--- src/rtl/systolic_pkg.sv ---
// rtl/systolic_pkg.sv - shared state encoding, widths and latency math for the systolic tile controller
package systolic_pkg;

  typedef enum logic [2:0] {
    S_IDLE,
    S_CLEAR,
    S_FEED,
    S_DRAIN,
    S_READ,
    S_DONE
  } ctrl_state_t;

  function automatic int max2(input int a, input int b);
    return (a > b) ? a : b;
  endfunction

  // Width able to hold the value max_val.
  function automatic int cnt_w(input int max_val);
    return (max_val > 1) ? $clog2(max_val + 1) : 1;
  endfunction

  function automatic int aw_f(input int k_max);
    return (k_max > 1) ? $clog2(k_max) : 1;
  endfunction

  function automatic int kw_f(input int k_max);
    return $clog2(k_max + 1);
  endfunction

  function automatic int rw_f(input int rows);
    return (rows > 1) ? $clog2(rows) : 1;
  endfunction

  // The last lane starts max(rows,cols)-1 cycles late and then needs k cycles of its own.
  function automatic int feed_cyc(input int k, input int rows, input int cols);
    return k + max2(rows, cols) - 1;
  endfunction

  function automatic int drain_cyc(input int pe_lat, input int acc_lat, input int rows, input int cols);
    return pe_lat * (rows + cols - 2) + acc_lat;
  endfunction

endpackage

--- src/rtl/systolic_array_ctrl_skew_rd_gen.sv ---
// rtl/systolic_array_ctrl_skew_rd_gen.sv - per-lane skewed operand-buffer read enable and index
module skew_rd_gen #(
  parameter int FW   = 9,
  parameter int KW   = 9,
  parameter int AW   = 8,
  parameter int LANE = 0
) (
  input  logic          feed_active,
  input  logic [FW-1:0] feed_cnt,
  input  logic [KW-1:0] k_len,
  output logic          rd_en,
  output logic [AW-1:0] rd_addr
);

  logic [FW-1:0] diff;
  logic          started;

  // Subtraction is only meaningful once the lane has started, so the >= guard hides any wrap.
  always_comb begin
    started = feed_cnt >= FW'(LANE);
    diff    = feed_cnt - FW'(LANE);
    rd_en   = feed_active && started && (diff < FW'(k_len));
    rd_addr = rd_en ? AW'(diff) : '0;
  end

endmodule

--- src/rtl/systolic_array_ctrl.sv ---
// rtl/systolic_array_ctrl.sv - one-tile sequencer: clear, skewed feed, drain, row readout
module systolic_array_ctrl
  import systolic_pkg::*;
#(
  parameter  int ROWS    = 4,
  parameter  int COLS    = 4,
  parameter  int K_MAX   = 256,
  parameter  int PE_LAT  = 2,
  parameter  int ACC_LAT = 3,
  localparam int AW      = aw_f(K_MAX),
  localparam int KW      = kw_f(K_MAX),
  localparam int RW      = rw_f(ROWS)
) (
  input  logic               clk,
  input  logic               rst,
  input  logic               start,
  input  logic [KW-1:0]      k_len,
  input  logic               abort,
  input  logic               res_ready,
  output logic               busy,
  output logic               done,
  output logic               err,
  output logic               aborted,
  output logic               pe_clr,
  output logic [ROWS-1:0]    a_rd_en,
  output logic [ROWS*AW-1:0] a_rd_addr,
  output logic [COLS-1:0]    b_rd_en,
  output logic [COLS*AW-1:0] b_rd_addr,
  output logic               res_valid,
  output logic [RW-1:0]      res_row
);

  localparam int FW   = cnt_w(feed_cyc(K_MAX, ROWS, COLS));
  localparam int DCYC = drain_cyc(PE_LAT, ACC_LAT, ROWS, COLS);
  localparam int DW   = cnt_w(DCYC);

  ctrl_state_t   state_q, state_d;
  logic [KW-1:0] k_len_q, k_len_d;
  logic [FW-1:0] feed_cnt_q, feed_cnt_d, feed_last;
  logic [DW-1:0] drain_cnt_q, drain_cnt_d;
  logic [RW-1:0] res_row_q, res_row_d;
  logic          err_flag_q, err_flag_d;
  logic          aborted_q, aborted_d;
  logic          feed_active;

  always_ff @(posedge clk or posedge rst) begin
    if (rst) begin
      state_q     <= S_IDLE;
      k_len_q     <= '0;
      feed_cnt_q  <= '0;
      drain_cnt_q <= '0;
      res_row_q   <= '0;
      err_flag_q  <= 1'b0;
      aborted_q   <= 1'b0;
    end else begin
      state_q     <= state_d;
      k_len_q     <= k_len_d;
      feed_cnt_q  <= feed_cnt_d;
      drain_cnt_q <= drain_cnt_d;
      res_row_q   <= res_row_d;
      err_flag_q  <= err_flag_d;
      aborted_q   <= aborted_d;
    end
  end

  always_comb begin
    state_d     = state_q;
    k_len_d     = k_len_q;
    feed_cnt_d  = feed_cnt_q;
    drain_cnt_d = drain_cnt_q;
    res_row_d   = res_row_q;
    err_flag_d  = err_flag_q;
    aborted_d   = 1'b0;
    feed_last   = FW'(feed_cyc(int'(k_len_q), ROWS, COLS) - 1);
    case (state_q)
      S_IDLE: begin
        if (start) begin
          if (k_len == '0 || k_len > KW'(K_MAX)) begin
            err_flag_d = 1'b1;
            state_d    = S_DONE;
          end else begin
            k_len_d = k_len;
            state_d = S_CLEAR;
          end
        end
      end
      S_CLEAR: begin
        feed_cnt_d = '0;
        state_d    = S_FEED;
      end
      S_FEED: begin
        if (feed_cnt_q == feed_last) begin
          drain_cnt_d = '0;
          state_d     = S_DRAIN;
        end else begin
          feed_cnt_d = feed_cnt_q + FW'(1);
        end
      end
      S_DRAIN: begin
        if (drain_cnt_q == DW'(DCYC - 1)) begin
          res_row_d = '0;
          state_d   = S_READ;
        end else begin
          drain_cnt_d = drain_cnt_q + DW'(1);
        end
      end
      S_READ: begin
        if (res_ready) begin
          if (res_row_q == RW'(ROWS - 1)) begin
            state_d = S_DONE;
          end else begin
            res_row_d = res_row_q + RW'(1);
          end
        end
      end
      S_DONE: begin
        err_flag_d = 1'b0;
        res_row_d  = '0;
        state_d    = S_IDLE;
      end
      default: state_d = S_IDLE;
    endcase
    // Abort wins over every transition, including the final READ handshake.
    if (abort && state_q != S_IDLE) begin
      state_d    = S_IDLE;
      err_flag_d = 1'b0;
      res_row_d  = '0;
      aborted_d  = 1'b1;
    end
  end

  assign feed_active = (state_q == S_FEED);

  for (genvar r = 0; r < ROWS; r++) begin : g_a_lane
    skew_rd_gen #(.FW(FW), .KW(KW), .AW(AW), .LANE(r)) u_skew (
      .feed_active(feed_active),
      .feed_cnt   (feed_cnt_q),
      .k_len      (k_len_q),
      .rd_en      (a_rd_en[r]),
      .rd_addr    (a_rd_addr[r*AW +: AW])
    );
  end

  for (genvar c = 0; c < COLS; c++) begin : g_b_lane
    skew_rd_gen #(.FW(FW), .KW(KW), .AW(AW), .LANE(c)) u_skew (
      .feed_active(feed_active),
      .feed_cnt   (feed_cnt_q),
      .k_len      (k_len_q),
      .rd_en      (b_rd_en[c]),
      .rd_addr    (b_rd_addr[c*AW +: AW])
    );
  end

  assign busy      = (state_q != S_IDLE);
  assign done      = (state_q == S_DONE);
  assign err       = (state_q == S_DONE) && err_flag_q;
  assign aborted   = aborted_q;
  assign pe_clr    = (state_q == S_CLEAR);
  assign res_valid = (state_q == S_READ);
  assign res_row   = res_row_q;

endmodule

--- config.mk ---
export PLATFORM = sky130hd
export DESIGN_NAME = systolic_array_ctrl
export DESIGN_NICKNAME = d
export VERILOG_FILES = /design/src/rtl/systolic_pkg.sv /design/src/rtl/systolic_array_ctrl_skew_rd_gen.sv /design/src/rtl/systolic_array_ctrl.sv
export SDC_FILE = /design/constraint.sdc
export NUM_CORES = 1
export LEC_CHECK = 0
export ABC_AREA = 1
export ABC_CLOCK_PERIOD_IN_PS = 7100
export CAP_MARGIN = 40
export CORE_UTILIZATION = 40
export CTS_BUF_LIST = sky130_fd_sc_hd__clkbuf_4 sky130_fd_sc_hd__clkbuf_8
export CTS_CLUSTER_SIZE = 16
export DETAILED_ROUTE_END_ITERATION = 12
export SYNTH_ARGS = -nofsm -noshare
export SYNTH_HDL_FRONTEND = slang
export SYNTH_HIERARCHICAL = 1
export SYNTH_SLANG_ARGS = --single-unit
--- constraint.sdc ---
create_clock -name clk -period 7.1 [get_ports clk]
set_clock_uncertainty 0.15 [all_clocks]
set_input_delay 1.065 -clock clk [delete_from_list [all_inputs] [get_ports clk]]
set_output_delay 1.065 -clock clk [all_outputs]
set_load 0.02 [all_outputs]
==> metrics.txt <==
# TYPE chip_impl_metric gauge
chip_impl_metric{name="drt_via_density",unit=""} 4.55
chip_impl_metric{name="drive_above_1_share",unit=""} 0.0762
chip_impl_metric{name="via_count_of_the_first_global_routing_pass",unit=""} 4936
chip_impl_metric{name="detail_route.wirelength",unit="mm"} 14.6
chip_impl_metric{name="dr.pass1.iters",unit=""} 5
chip_impl_metric{name="antenna_cells",unit=""} 0
chip_impl_metric{name="yosys_warnings",unit=""} 6
chip_impl_info{name="layout.cells.most_common_list",value="sky130_fd_sc_hd__inv_1 (235), sky130_fd_sc_hd__nand2_1 (213), sky130_fd_sc_hd__nor2_1 (137)"} 1
chip_impl_metric{name="max-vdd-ir-drop",unit="mV"} 0.203
chip_impl_metric{name="synthCells",unit=""} 928
chip_impl_metric{name="static-leakage-power",unit="nW"} 3.73
chip_impl_metric{name="fin_setup_tns",unit="ps"} 0
chip_impl_metric{name="io_pins",unit=""} 94
chip_impl_info{name="cts_tree",value="done"} 1
chip_impl_metric{name="period_utilization",unit=""} 0.673
chip_impl_metric{name="flow.area_growth_from_synthesis",unit="%"} 24.1
chip_impl_info{name="critPathKind",value="reg -> out"} 1
chip_impl_metric{name="max_freq",unit="MHz"} 209
chip_impl_metric{name="cts_sinks",unit=""} 29
chip_impl_metric{name="clk-insertion-delay-late",unit="ps"} 280
chip_impl_metric{name="die_height",unit="µm"} 119
chip_impl_info{name="synth_ff_type",value="sky130_fd_sc_hd__dfrtp_1"} 1
chip_impl_metric{name="cts_max_path_buffers",unit=""} 2
chip_impl_metric{name="core_area",unit="µm²"} 13300
chip_impl_metric{name="synth-seq-area-share",unit=""} 0.132
chip_impl_metric{name="ant_nets",unit=""} 0
chip_impl_metric{name="syn-num-nets",unit=""} 1019
chip_impl_metric{name="drt-wirelength-per-cell",unit="µm"} 12.1
chip_impl_metric{name="synth.lib_cells_used.distinct",unit=""} 33
chip_impl_metric{name="pnr_total_power",unit="mW"} 1.90
chip_impl_metric{name="ys_async_sr_fraction",unit=""} 1.00
chip_impl_metric{name="final_util",unit=""} 0.512
chip_impl_metric{name="slew_at_the_pin_closest_to_its_max_slew_limit",unit="ps"} 837
chip_impl_metric{name="htree_levels",unit=""} 2
chip_impl_metric{name="grt_use_total",unit=""} 0.209
chip_impl_metric{name="final_nets",unit=""} 1127
chip_impl_metric{name="numPortBuffers",unit=""} 93
chip_impl_metric{name="syn_avg_cell_area",unit="µm²"} 5.94
chip_impl_metric{name="critPathMaxStageDelay",unit="ps"} 750
chip_impl_metric{name="grt_pass1_wl",unit="mm"} 24.1
chip_impl_metric{name="final_hold_viol_count",unit=""} 0
chip_impl_metric{name="highest_fanout_seen_on_the_critical_path",unit=""} 15
chip_impl_metric{name="synth_enable_flop_cells",unit=""} 0
chip_impl_metric{name="power-per-cell-area",unit="nW/µm²"} 278
chip_impl_metric{name="die_width",unit="µm"} 119
chip_impl_metric{name="pre_cts_ws",unit="ps"} 2620
chip_impl_metric{name="timing.critical_path.arrival",unit="ps"} 3560
chip_impl_metric{name="maxSlewViolCount",unit=""} 0
chip_impl_info{name="end_kind",value="primary output"} 1
chip_impl_metric{name="post-cts-setup-buffers",unit=""} 0
chip_impl_info{name="hp-class",value="reg -> reg"} 1
chip_impl_metric{name="worst_ep_required_time",unit="ps"} 5880
chip_impl_metric{name="max_cap_violations",unit=""} 0
chip_impl_info{name="cp_top_family",value="buffers and inverters"} 1
chip_impl_metric{name="cts_repair_resizes",unit=""} 0
chip_impl_metric{name="cts_buffers",unit=""} 5
chip_impl_metric{name="floorplan.initialDensity",unit=""} 0.413
chip_impl_metric{name="drcViolationCount",unit=""} 0
chip_impl_info{name="worstSetupStartpointType",value="flip-flop"} 1
chip_impl_metric{name="hpwl",unit="mm"} 10.7
chip_impl_metric{name="fillerInstances",unit=""} 1462
chip_impl_metric{name="cts_hold_buffers",unit=""} 0
chip_impl_metric{name="globalRouteOverflowTotal",unit=""} 0
chip_impl_metric{name="setup_viol",unit=""} 0
chip_impl_metric{name="cell_area_synth",unit="µm²"} 5510
chip_impl_metric{name="drt_iter0_markers",unit=""} 345
chip_impl_metric{name="postSynthRegisterBits",unit=""} 29
chip_impl_metric{name="grt_max_degree",unit=""} 30
chip_impl_metric{name="die_area",unit="µm²"} 14200
chip_impl_info{name="cell_with_the_biggest_individual_delay_on_the_critical_path",value="sky130_fd_sc_hd__dfrtp_1"} 1
chip_impl_metric{name="setup_slack",unit="ps"} 2320
chip_impl_metric{name="std_cell_rows",unit=""} 42
chip_impl_metric{name="place_congestion",unit=""} 0.825
chip_impl_info{name="cells_traversed_along_the_worst_timing_path",value="buf_4 > inv_1 > ha_1 > nand4_1 > xor2_1 > inv_1 > ha_1 > nand3_1 > nand3_1 > nor2_1 > nand2_1 > inv_2 > nand2_4 > nor2_1 > clkdlybuf4s50_1"} 1
chip_impl_info{name="final_common_cell",value="sky130_fd_sc_hd__inv_1"} 1
chip_impl_info{name="cts-root-buf",value="sky130_fd_sc_hd__clkbuf_8"} 1
chip_impl_metric{name="max_slew_margin",unit=""} 0.440
chip_impl_metric{name="period_needed",unit="ps"} 4780
chip_impl_info{name="run_status",value="complete, no violations"} 1
chip_impl_metric{name="number_of_antenna_violations_at_the_first_check_in_global_routing",unit=""} 0
chip_impl_metric{name="routed-via-count",unit=""} 5515
chip_impl_info{name="grt_setup_unrepaired",value="no"} 1
chip_impl_metric{name="clk_pin_slew_worst_paths",unit="ps"} 60
chip_impl_metric{name="whs",unit="ps"} 390
chip_impl_metric{name="worstPathBufferInverterCount",unit=""} 5
==> final timing paths <==
path | from | end | slack [ps] | depth (start not counted)
max | feed_cnt_q[2] | a_rd_addr[18] | 2320 | 15
min | drain_cnt_q[3] | drain_cnt_q[3] | 390 | 2
max reg2reg | k_len_q[2] | feed_cnt_q[2] | 4590 | 11
min reg2reg | drain_cnt_q[3] | drain_cnt_q[3] | 390 | 2
max in group asynchronous | rst | feed_cnt_q[3] | 5510 | 3
min in group asynchronous | rst | aborted | 1010 | 3
==> kinds of logic after synthesis <==
group / Yosys count / share of synthesized area
AO/OA/AOI/OAI: 36 / 0.0361
XOR/XNOR: 49 / 0.0779
adder cells (fa/ha/maj): 77 / 0.175
buffers and inverters: 248 / 0.172
flip-flops: 29 / 0.132
AND/OR/NAND/NOR: 489 / 0.407
==> worst min-delay path, cell delays in order, from the launching register on <==
cell                      delay, ps
sky130_fd_sc_hd__dfrtp_1        380
sky130_fd_sc_hd__nand2_1         70
sky130_fd_sc_hd__nand2_1         60
==> state kept, by name (all words and copies together), names as in the netlist <==
| signal | cells |
|---|---|
| feed_cnt_q | 9 |
| k_len_q | 9 |
| drain_cnt_q | 4 |
| state_q | 3 |
| res_row | 2 |
| aborted | 1 |
| err_flag_q | 1 |
==> power by group <==
part | switching (mW) | internal (mW)
Sequential | 0.170 | 0.208
Clock | 0.0638 | 0.0674
Combinational | 0.825 | 0.563
==> cells in the mapped netlist, types with 3 or more instances <==
cell type                    n  share of area
sky130_fd_sc_hd__nor2_4      6          0.012
sky130_fd_sc_hd__inv_1     235           0.16
sky130_fd_sc_hd__a21oi_1    14          0.013
sky130_fd_sc_hd__nand3_4     6          0.019
sky130_fd_sc_hd__xor2_1     41          0.065
sky130_fd_sc_hd__nand4_1    10          0.011
sky130_fd_sc_hd__nand3b_1    6         0.0082
sky130_fd_sc_hd__nor3_1     11          0.010
sky130_fd_sc_hd__nand3_2     3         0.0055
sky130_fd_sc_hd__nand2_2     9          0.010
sky130_fd_sc_hd__o21ai_0    15          0.014
sky130_fd_sc_hd__inv_2      10         0.0068
sky130_fd_sc_hd__dfrtp_1    29           0.13
sky130_fd_sc_hd__nor2_1    137          0.093
sky130_fd_sc_hd__xnor2_1     8          0.013
sky130_fd_sc_hd__nand2_4     3         0.0061
sky130_fd_sc_hd__nor2_2     17          0.019
sky130_fd_sc_hd__nand3_1    62          0.056
sky130_fd_sc_hd__ha_1       77           0.17
sky130_fd_sc_hd__nand2_1   213           0.15
==> per-stage QoR <==
stage                     area, µm²  instances
after global placement         6690       1203
after global routing           6840       1213
after CTS                      6840       1213
final                          6840       1213
after floorplan                5510        928
after detailed placement       6750       1205
==> per-layer routing <==
metal  wire (µm)  vias to the layer above  global-route usage
met3         573                       14              0.0172
met2        6630                      112               0.362
met4         159                        0              0.0328
met1        7290                     2394               0.285
li1            -                     2995                   -
met5           0                        -                   0
==> cell type report <==
| class | count | area [µm²] | area share |
|---|---|---|---|
| Multi-Input combinational cell | 651 | 3830 | 0.561 |
| Timing Repair Buffer | 103 | 1050 | 0.153 |
| Clock buffer | 5 | 68.8 | 0.0101 |
| Clock inverter | 3 | 17.5 | 0.00256 |
| Inverter | 246 | 923 | 0.135 |
| Sequential cell | 29 | 726 | 0.106 |
| Tap cell | 176 | 220 | 0.0322 |
Note: power is estimated with default switching activity, not from simulation.
